`src/rtl/serial_arith_unit.sv`:
```
// Bit-serial accumulator/multiplier datapath: executes A/S/C/H/T/U/R/L/E/G
// orders on LSB-first words framed by d0, under a start/busy/done handshake.
//
// Ports:
//   clk, rst  digit clock, async active-high reset
//   d0        digit pulse marking bit 0 of the word on mib
//   start/op/shamt  order request, code and shift count (sampled on accept)
//   mib/mob   serial operand in / serial accumulator out (T/U only)
//   busy/done/err   handshake status; err pulses with done on illegal op
//   dv_d      jump condition for E/G, valid with done
//   acc_neg   live accumulator sign, ovf sticky signed overflow
module serial_arith_unit #(
  parameter int WORD_BITS = 36,
  parameter int SHAMT_W   = 6
) (
  input  logic               clk,
  input  logic               rst,
  input  logic               d0,
  input  logic               start,
  input  logic [3:0]         op,
  input  logic [SHAMT_W-1:0] shamt,
  input  logic               mib,
  output logic               mob,
  output logic               busy,
  output logic               done,
  output logic               err,
  output logic               dv_d,
  output logic               acc_neg,
  output logic               ovf
);

  localparam int BC_W = (WORD_BITS > 1) ? $clog2(WORD_BITS) : 1;

  localparam logic [3:0] OP_A = 4'd0;
  localparam logic [3:0] OP_S = 4'd1;
  localparam logic [3:0] OP_C = 4'd2;
  localparam logic [3:0] OP_H = 4'd3;
  localparam logic [3:0] OP_T = 4'd4;
  localparam logic [3:0] OP_U = 4'd5;
  localparam logic [3:0] OP_R = 4'd6;
  localparam logic [3:0] OP_L = 4'd7;
  localparam logic [3:0] OP_E = 4'd8;
  localparam logic [3:0] OP_G = 4'd9;

  typedef enum logic [2:0] {
    IDLE,
    WAIT_D0,
    SERIAL,
    SHIFT,
    DONE
  } state_t;

  state_t state, state_nx;

  logic [WORD_BITS-1:0] acc;
  logic [WORD_BITS-1:0] mplier;
  logic [3:0]           op_q;
  logic [SHAMT_W-1:0]   sh_cnt;
  logic [BC_W-1:0]      bit_cnt;
  logic                 carry;
  logic                 mib_q;
  logic                 dv_q;
  logic                 err_q;

  logic accept;
  logic in_serial;
  logic in_shift;
  logic last_bit;
  logic a_bit;
  logic b_bit;
  logic sum_bit;
  logic cout_bit;
  logic is_add;
  logic is_xfer;

  // New orders are taken in IDLE and also in DONE for back-to-back issue.
  assign accept    = start && (state == IDLE || state == DONE);
  assign in_serial = (op <= OP_U);
  assign in_shift  = (op == OP_R) || (op == OP_L);
  assign last_bit  = (bit_cnt == BC_W'(WORD_BITS - 1));

  assign is_add  = (op_q == OP_A) || (op_q == OP_S) || (op_q == OP_C);
  assign is_xfer = (op_q == OP_T) || (op_q == OP_U);

  // mib is registered so that bit 0, present in the d0 cycle, is
  // consumed in the first SERIAL cycle.
  assign a_bit = acc[bit_cnt];

  always_comb begin
    b_bit = mib_q;
    unique case (1'b1)
      op_q == OP_S: b_bit = ~mib_q;
      op_q == OP_C: b_bit = mib_q & mplier[bit_cnt];
      default:      b_bit = mib_q;
    endcase
  end

  assign sum_bit  = a_bit ^ b_bit ^ carry;
  assign cout_bit = (a_bit & b_bit) | (a_bit & carry) | (b_bit & carry);

  always_ff @(posedge clk or posedge rst) begin
    if (rst) state <= IDLE;
    else     state <= state_nx;
  end

  always_comb begin
    state_nx = state;
    unique case (state)
      IDLE, DONE: begin
        if (state == DONE) state_nx = IDLE;
        if (start) begin
          unique case (1'b1)
            in_serial: state_nx = WAIT_D0;
            in_shift:  state_nx = (shamt == '0) ? DONE : SHIFT;
            default:   state_nx = DONE;
          endcase
        end
      end
      WAIT_D0: if (d0) state_nx = SERIAL;
      SERIAL:  if (last_bit) state_nx = DONE;
      SHIFT:   if (sh_cnt == SHAMT_W'(1)) state_nx = DONE;
      default: state_nx = IDLE;
    endcase
  end

  always_ff @(posedge clk or posedge rst) begin
    if (rst) begin
      acc     <= '0;
      mplier  <= '0;
      op_q    <= '0;
      sh_cnt  <= '0;
      bit_cnt <= '0;
      carry   <= 1'b0;
      mib_q   <= 1'b0;
      dv_q    <= 1'b0;
      err_q   <= 1'b0;
      ovf     <= 1'b0;
    end else begin
      mib_q <= mib;
      if (accept) begin
        op_q    <= op;
        sh_cnt  <= shamt;
        bit_cnt <= '0;
        carry   <= (op == OP_S);
        err_q   <= (op > OP_G);
        dv_q    <= 1'b0;
        if (op == OP_E) dv_q <= ~acc[WORD_BITS-1];
        if (op == OP_G) dv_q <= acc[WORD_BITS-1];
      end
      unique case (state)
        SERIAL: begin
          bit_cnt <= bit_cnt + BC_W'(1);
          if (is_add) begin
            acc[bit_cnt] <= sum_bit;
            carry        <= cout_bit;
            // Carry into the sign differs from carry out: signed overflow.
            if (last_bit && (carry != cout_bit)) ovf <= 1'b1;
          end
          if (op_q == OP_H) mplier[bit_cnt] <= mib_q;
          if (op_q == OP_T && last_bit) begin
            acc <= '0;
            ovf <= 1'b0;
          end
        end
        SHIFT: begin
          sh_cnt <= sh_cnt - SHAMT_W'(1);
          if (op_q == OP_R) begin
            acc <= {acc[WORD_BITS-1], acc[WORD_BITS-1:1]};
          end else begin
            acc <= {acc[WORD_BITS-2:0], 1'b0};
            if (acc[WORD_BITS-1] != acc[WORD_BITS-2]) ovf <= 1'b1;
          end
        end
        default: ;
      endcase
    end
  end

  assign busy    = (state == WAIT_D0) || (state == SERIAL) || (state == SHIFT);
  assign done    = (state == DONE);
  assign err     = (state == DONE) && err_q;
  assign dv_d    = (state == DONE) && dv_q;
  assign mob     = (state == SERIAL) && is_xfer && a_bit;
  assign acc_neg = acc[WORD_BITS-1];

endmodule

```
`config.mk`:
```
export PLATFORM = sky130hd
export DESIGN_NAME = serial_arith_unit
export DESIGN_NICKNAME = d
export VERILOG_FILES = /design/src/rtl/serial_arith_unit.sv
export SDC_FILE = /design/constraint.sdc
export NUM_CORES = 1
export LEC_CHECK = 0
export ABC_AREA = 0
export CAP_MARGIN = 20
export CELL_PAD_IN_SITES_DETAIL_PLACEMENT = 2
export CELL_PAD_IN_SITES_GLOBAL_PLACEMENT = 2
export CORE_UTILIZATION = 30
export DETAILED_ROUTE_END_ITERATION = 10
export GPL_ROUTABILITY_DRIVEN = 0
export PLACE_DENSITY_LB_ADDON = 0.2
export RECOVER_POWER = 50
export REMOVE_ABC_BUFFERS = 1
export SLEW_MARGIN = 40
export SYNTH_ARGS = -nofsm -noshare
export SYNTH_HDL_FRONTEND = slang
export SYNTH_SLANG_ARGS = --single-unit
```
`constraint.sdc`:
```
create_clock -name clk -period 5.56 [get_ports clk]
set_clock_uncertainty 0.1 [all_clocks]
set_input_delay 1.112 -clock clk [delete_from_list [all_inputs] [get_ports clk]]
set_output_delay 1.112 -clock clk [all_outputs]
set_load 0.01 [all_outputs]
```
==> results of run 1 <==
[final cells by class]
class	instances	area share (%)
multi-input cells	554	51.6
flip-flops and latches	96	33.8
repair buffers	45	5.40
well taps	275	4.84
clock buffers	9	3.17
clock inverters	7	0.774
inverters	8	0.422
[cells in the mapped netlist (4+ instances only)]
cell	count
sky130_fd_sc_hd__nor2b_1	7
sky130_fd_sc_hd__nand2_1	131
sky130_fd_sc_hd__and3b_1	5
sky130_fd_sc_hd__buf_2	30
sky130_fd_sc_hd__mux2i_1	59
sky130_fd_sc_hd__nand2b_1	8
sky130_fd_sc_hd__o22a_1	32
sky130_fd_sc_hd__a21oi_1	111
sky130_fd_sc_hd__a22oi_1	5
sky130_fd_sc_hd__o21ai_0	18
sky130_fd_sc_hd__a31oi_1	5
sky130_fd_sc_hd__o32a_1	5
sky130_fd_sc_hd__nor4bb_1	4
sky130_fd_sc_hd__dfrtp_1	96
sky130_fd_sc_hd__buf_1	4
sky130_fd_sc_hd__inv_1	8
sky130_fd_sc_hd__nor3b_1	7
sky130_fd_sc_hd__nor2_1	30
sky130_fd_sc_hd__mux4_2	4
sky130_fd_sc_hd__and3_1	5
sky130_fd_sc_hd__nand3_1	12
sky130_fd_sc_hd__nand4_1	5
sky130_fd_sc_hd__o22ai_1	7
sky130_fd_sc_hd__mux2_2	38
sky130_fd_sc_hd__clkbuf_1	36
sky130_fd_sc_hd__nor3_1	7
[cell usage in the layout, fill, tap and decap left out, types with 3 or more instances in the layout]
cell                                n
sky130_fd_sc_hd__nand2_1          131
sky130_fd_sc_hd__a21oi_1          111
sky130_fd_sc_hd__dfrtp_1           95
sky130_fd_sc_hd__mux2i_1           59
sky130_fd_sc_hd__mux2_2            38
sky130_fd_sc_hd__o22a_1            32
sky130_fd_sc_hd__nor2_1            30
sky130_fd_sc_hd__buf_4             22
sky130_fd_sc_hd__o21ai_0           18
sky130_fd_sc_hd__clkdlybuf4s50_1   18
sky130_fd_sc_hd__nand3_1           12
sky130_fd_sc_hd__clkbuf_16          9
sky130_fd_sc_hd__inv_1              8
sky130_fd_sc_hd__nand2b_1           8
sky130_fd_sc_hd__nor2b_1            7
sky130_fd_sc_hd__o22ai_1            7
sky130_fd_sc_hd__nor3b_1            6
sky130_fd_sc_hd__nor3_1             6
sky130_fd_sc_hd__and3_1             5
sky130_fd_sc_hd__nand4_1            5
sky130_fd_sc_hd__a22oi_1            5
sky130_fd_sc_hd__a31oi_1            5
sky130_fd_sc_hd__o32a_1             5
sky130_fd_sc_hd__clkinvlp_4         5
sky130_fd_sc_hd__nor4bb_1           4
sky130_fd_sc_hd__mux4_2             4
sky130_fd_sc_hd__nor3b_2            3
sky130_fd_sc_hd__a221oi_1           3
sky130_fd_sc_hd__and3b_1            3
sky130_fd_sc_hd__ha_1               3
sky130_fd_sc_hd__dlygate4sd3_1      3
[sequential cells by signal, summed over array words and instances (netlist names), 3 cells and up]
name	count
op_q	4
sh_cnt	6
acc	36
bit_cnt	6
mplier	36
state	3
[kinds of logic after synthesis]
logic type	share of synthesized area (%)
AO/OA/AOI/OAI	19.7
XOR/XNOR	0.548
adder cells (fa/ha/maj)	0.900
buffers and inverters	5.17
flip-flops	37.6
multiplexers	17.3
AND/OR/NAND/NOR	18.8
[metrics by stage]
| step | instance area, um^2 | total power [mW] |
|---|---|---|
| after global routing | 7120 | 3.56 |
| after detailed placement | 6850 | 2.75 |
| final | 7120 | 3.35 |
| after CTS | 7130 | 3.38 |
| after global placement | 6840 | 2.68 |
| after floorplan | 6090 | 2.10 |
[worst register-to-register path, delay by kind of cell (launching register included)]
kind / cells / cell delay, ns
adder cells (fa/ha/maj): 1 / 0.75
buffers and inverters: 1 / 0.23
AND/OR/NAND/NOR: 5 / 1.96
AO/OA/AOI/OAI: 5 / 0.86
flip-flops: 1 / 0.34
[power by group]
part | leakage (nW) | switching (mW) | internal (mW) | total, mW
clock network | 0.121 | 0.316 | 0.307 | 0.624
logic | 1.29 | 0.893 | 0.618 | 1.51
registers | 1.24 | 0.312 | 0.901 | 1.21
total | 2.66 | 1.52 | 1.83 | 3.35
[final timing paths]
kind                              endpoint  slack [ns]  startpoint
worst min register to register  mplier[34]        0.41  mplier[34]
worst max register to register     acc[32]        1.20  bit_cnt[3]
worst min-delay path            mplier[34]        0.41  mplier[34]
worst max-delay path               acc[34]        1.14         rst
max in group clk                   acc[32]        1.20  bit_cnt[3]
min in group asynchronous          acc[25]        2.15         rst
[layer usage]
metal / share of wire (%) / track usage (%) / wire [um]
met3: 2.4 / 2.07 / 544
met5: 0 / 0 / 0
met2: 49 / 36.2 / 11100
met1: 47 / 28.7 / 10600
met4: 1.3 / 6.70 / 293
==> impl_metrics.ini, run 1 <==
[outcome]
status = finished, violations left
violations_in_the_final_reports = capacitance limit, slew limit

[drt]
route.vias.total = 5655
dr.first_iter.drc_count = 286
drt-total-wl_um = 22600
drt-pass1-iter-count = 4
drcViolationCount = 0
vias_per_cell = 5.69
antenna_left = 0
wire_per_inst_um = 22.7

[clock_network]
clk_transition_reported_paths_ns = 0.07
clkLatencyLatePin_ns = 0.36
cts_setup_buffers = 0
tritoncts_buffer_count = 9
clkSinkCount = 96
cts-resized-gates = 0
cts-root-to-sink-buffers = 2
ctsRootBufferMaster = sky130_fd_sc_hd__clkbuf_16
htree_num_levels = 3
clock_tree_from_tritoncts = built
cts_hold_buf = 0

[place]
io_buffer_count = 21
placedCellCount = 978
dp_hpwl_um = 15100
place_worst_setup_slack_ns = 1.22

[global_route]
first_global_vias = 6220
grt_max_degree = 72
grt_remaining_overflow = 0
initial_antenna_violation_count = 0
grt_pass1_wl_um = 35900
grtUsageTotal_pct = 21.4

[yosys]
synthDominantAreaCellType = sky130_fd_sc_hd__dfrtp_1
yosys_most_used_dff = sky130_fd_sc_hd__dfrtp_1
synth.yosys.seq_area_share_pct = 37.6
syn_std_cell_area_um2 = 6390
postSynth.asyncResetShare_pct = 100
yosys.cell_types.count = 59
postSynthRegisterBits = 96
synth-edff-count = 0
post_synth_inst_count = 728
yosysWarningCount = 0
synth.area.top_cells = sky130_fd_sc_hd__dfrtp_1, sky130_fd_sc_hd__mux2i_1, sky130_fd_sc_hd__a21oi_1, sky130_fd_sc_hd__nand2_1, sky130_fd_sc_hd__mux2_2
synthDominantCellAreaShare_pct = 37.6
postSynthAreaPerCell_um2 = 8.78

[floorplan]
core_area_um2 = 21000
die_area_um2 = 21900
io_pins = 22
start_util_pct = 30.5
die_width_um = 148
num_rows = 53
floorplan.die.height_um = 148

[timing]
clock.fmax_mhz = 226
slew-limit-headroom_pct = -95.0
final.min_clock_period_ns = 4.42
timing.setup.tns_ns = 0
setup_slack_ns = 1.14
timing_max_transition_violations_final = 69
max_slew.worst_pin.slew_ns = 2.93
fin_crit_sh_pct = 79.4
hold_viol_final = 0
finalHoldWorstSlack_ns = 0.410
final-setup-viol-count = 0
rsz_0062_raised_after_global_routing = no

[worst_setup_path]
crit_path_cell_trace = dlygate4sd3_1, inv_1, clkbuf_2
timing.critical_path.max_delay_family = buffers and inverters
worst_ep_required_time_ns = 5.85
cpMaxStageDelayCell = sky130_fd_sc_hd__inv_1
endpoint_arrival_time_on_the_critical_path_ns = 4.71
endpoint_kind = asynchronous set/reset pin
worstRegToRegCells = 12
timing.critical_path.slowest_cell_delay_ns = 2.05
critPathBufInv = 3
crit_fanout = 68
worstSetupPathDepth = 3
timing.critical_path.from_type = primary input
criticalPathCategory = in2async

[finish]
multiInputGateArea_um2 = 3670
n_antenna_cell = 0
post_route_cells_drive_above_1_share_pct = 13.4
register_area_um2 = 2400
post_layout_nonfiller_instances = 994
layout-area-overhead-vs-synth_pct = 11.3
finalNetCount = 733
final.fill_count = 2382
finalCoreUtilization_pct = 34.0

[worst_hold_path]
whs_path_depth = 1
holdCritPathClass = reg2reg

[pwr]
p_leak_nw = 2.66
power_per_cell_area_nw_per_um2 = 470
ir_worst_vdd_uv = 168

[flow_run]
drv_cap = 1
(Power assumes the default switching activity.)
==> run 2: changes to the inputs <==
==> constraint.sdc (replaced) <==
create_clock -name clk -period 4.2 [get_ports clk]
set_clock_uncertainty 0.1 [all_clocks]
set_input_delay 0.84 -clock clk [delete_from_list [all_inputs] [get_ports clk]]
set_output_delay 0.84 -clock clk [all_outputs]
set_load 0.01 [all_outputs]
==> run 2 against run 1 <==
  * The run still ends with capacitance limit, slew limit left
  * Hold slack worse by 0.028 ns
  * Routed wire length grew 2.8%
  * Critical path depth is 10 higher
  * Non-clock buffer count grew 18
  * Clock power is 50% higher
  * Global-route usage rose by 1.0 points
  * Total power grew 39%
  * Clock-buffer cell count is the same
  * Cell count up 1.7%
  * Largest cell class unchanged
==> impl_metrics.ini, run 2 (same netlist as run 1, synthesis figures left out) <==
[drt]
drt-total-wl_um = 23200
vias_per_cell = 5.66
wire_per_inst_um = 22.9
dr.first_iter.drc_count = 220
drcViolationCount = 0
drt-pass1-iter-count = 4
antenna_left = 0
route.vias.total = 5724

[finish]
final_common_cell = sky130_fd_sc_hd__nand2_1
final.fill_count = 2351
largestRegisters = acc (36), mplier (36)
most-common-layout-cells = sky130_fd_sc_hd__nand2_1, sky130_fd_sc_hd__a21oi_1, sky130_fd_sc_hd__dfrtp_1
post_layout_nonfiller_instances = 1011
post_route_cells_drive_above_1_share_pct = 15.5
layout-area-overhead-vs-synth_pct = 14.7
n_antenna_cell = 0
finalCoreUtilization_pct = 35.0
finalNetCount = 751

[pwr]
p_int_mw = 2.62
p_leak_nw = 2.80
ir_worst_vdd_uv = 187
power_per_cell_area_nw_per_um2 = 634
pwr-share-comb_pct = 46.2
switching_share_pct = 43.6
fin_total_pwr_mw = 4.65
net-switching-power_mw = 2.03
sequentialPowerShare_pct = 33.7
power.clock.fraction_pct = 20.0

[global_route]
grtUsageTotal_pct = 22.4
initial_antenna_violation_count = 0
first_global_vias = 6294
grt_max_degree = 71
grt_remaining_overflow = 0
grt_pass1_wl_um = 37400

[clock_network]
clock_tree_from_tritoncts = built
tritoncts_buffer_count = 9
htree_num_levels = 3
cts-root-to-sink-buffers = 2
ctsRootBufferMaster = sky130_fd_sc_hd__clkbuf_16
clkSinkCount = 96
cts_setup_buffers = 0
clk_transition_reported_paths_ns = 0.08
cts_hold_buf = 0
clkLatencyLatePin_ns = 0.36
cts-resized-gates = 0

[flow_run]
drv_cap = 1

[place]
io_buffer_count = 21
dp_hpwl_um = 15900
place_worst_setup_slack_ns = 0.352
placedCellCount = 996

[timing]
timing_max_transition_violations_final = 56
clock.fmax_mhz = 258
hold_viol_final = 0
rsz_0062_raised_after_global_routing = no
final.min_clock_period_ns = 3.87
slew-limit-headroom_pct = -68.6
max_slew.worst_pin.slew_ns = 2.53
final-setup-viol-count = 0
setup_slack_ns = 0.327
fin_crit_sh_pct = 92.2
timing.setup.tns_ns = 0

[worst_setup_path]
endpoint_kind = flop
crit_path_cell_trace = buf_4, or2_2, o22a_1, nand3_1, a221oi_1, and2_1, fa_1, nor4bb_1, buf_4, nand2_1, a21oi_1, a21oi_1, o22a_1
criticalPathCategory = reg2reg
endpoint_arrival_time_on_the_critical_path_ns = 4.03
timing.critical_path.from_type = flop
worst_ep_required_time_ns = 4.35
crit_fanout = 17
timing.critical_path.slowest_cell_delay_ns = 0.57
cpMaxStageDelayCell = sky130_fd_sc_hd__fa_1

[outcome]
violations_in_the_final_reports = capacitance limit, slew limit
status = finished, violations left

[floorplan]
io_pins = 22
die_width_um = 148
die_area_um2 = 21900
start_util_pct = 30.5
core_area_um2 = 21000
floorplan.die.height_um = 148
num_rows = 53

[worst_hold_path]
holdCritPathClass = reg2reg
[run 2: power groups by stage]
stage	combinational, mW	sequential [mW]	clock (mW)
2_1_floorplan	1.28	1.51	0
3_3_place_gp	2.07	1.56	0
3_5_place_dp	2.16	1.59	0
4_1_cts	2.17	1.57	0.953
5_1_grt	2.34	1.61	0.988
6_report	2.15	1.57	0.933
[run 2: worst max-delay path: cells and delay by family (launching register included)]
kind	cells	cell delay, ns
AND/OR/NAND/NOR	5	1.21
buffers and inverters	2	0.53
AO/OA/AOI/OAI	5	0.85
adder cells (fa/ha/maj)	1	0.57
flip-flops	1	0.53
[run 2: path summary, 6_finish.rpt]
check	from	to	slack, ns	depth (start not counted)
worst max-delay path	bit_cnt[0]	acc[14]	0.33	13
worst min-delay path	dv_q	dv_q	0.38	2
worst max register to register	bit_cnt[0]	acc[14]	0.33	13
worst min register to register	dv_q	dv_q	0.38	2
max in group asynchronous	rst	mplier[19]	0.84	2
min in group asynchronous	rst	acc[28]	1.71	2
[run 2: layout make-up]
| cell class | instances | area (um^2) | area share (%) |
|---|---|---|---|
| Inverter | 8 | 30.0 | 0.409 |
| Timing Repair Buffer | 63 | 551 | 7.51 |
| Tap cell | 275 | 344 | 4.69 |
| Multi-Input combinational cell | 554 | 3690 | 50.3 |
| Sequential cell | 96 | 2400 | 32.8 |
| Clock inverter | 6 | 92.6 | 1.26 |
| Clock buffer | 9 | 225 | 3.07 |
[run 2: layer usage]
metal / up-vias / part of all wire, % / global-route usage [%]
li1: 2643 / - / -
met2: 69 / 49 / 37.8
met5: - / 0 / 0
met3: 34 / 2.0 / 2.44
met1: 2978 / 47 / 29.9
met4: 0 / 2.0 / 7.01
[run 2: per-stage QoR]
step | instance area [um^2] | hold slack (ns)
after floorplan | 6090 | 0.342
after global placement | 7000 | 0.365
after detailed placement | 7020 | 0.365
after CTS | 7340 | 0.382
after global routing | 7330 | 0.422
final | 7330 | 0.382
==> run 3: changes to the inputs <==
--- a/config.mk
+++ b/config.mk
@@ -12,6 +12,7 @@
 export CORE_UTILIZATION = 30
 export DETAILED_ROUTE_END_ITERATION = 10
 export GPL_ROUTABILITY_DRIVEN = 0
+export HOLD_SLACK_MARGIN = 0.06
 export PLACE_DENSITY_LB_ADDON = 0.2
 export RECOVER_POWER = 50
 export REMOVE_ABC_BUFFERS = 1
==> results of run 3 <==
The final DEF is identical to that of run 2; final timing and power are the same.
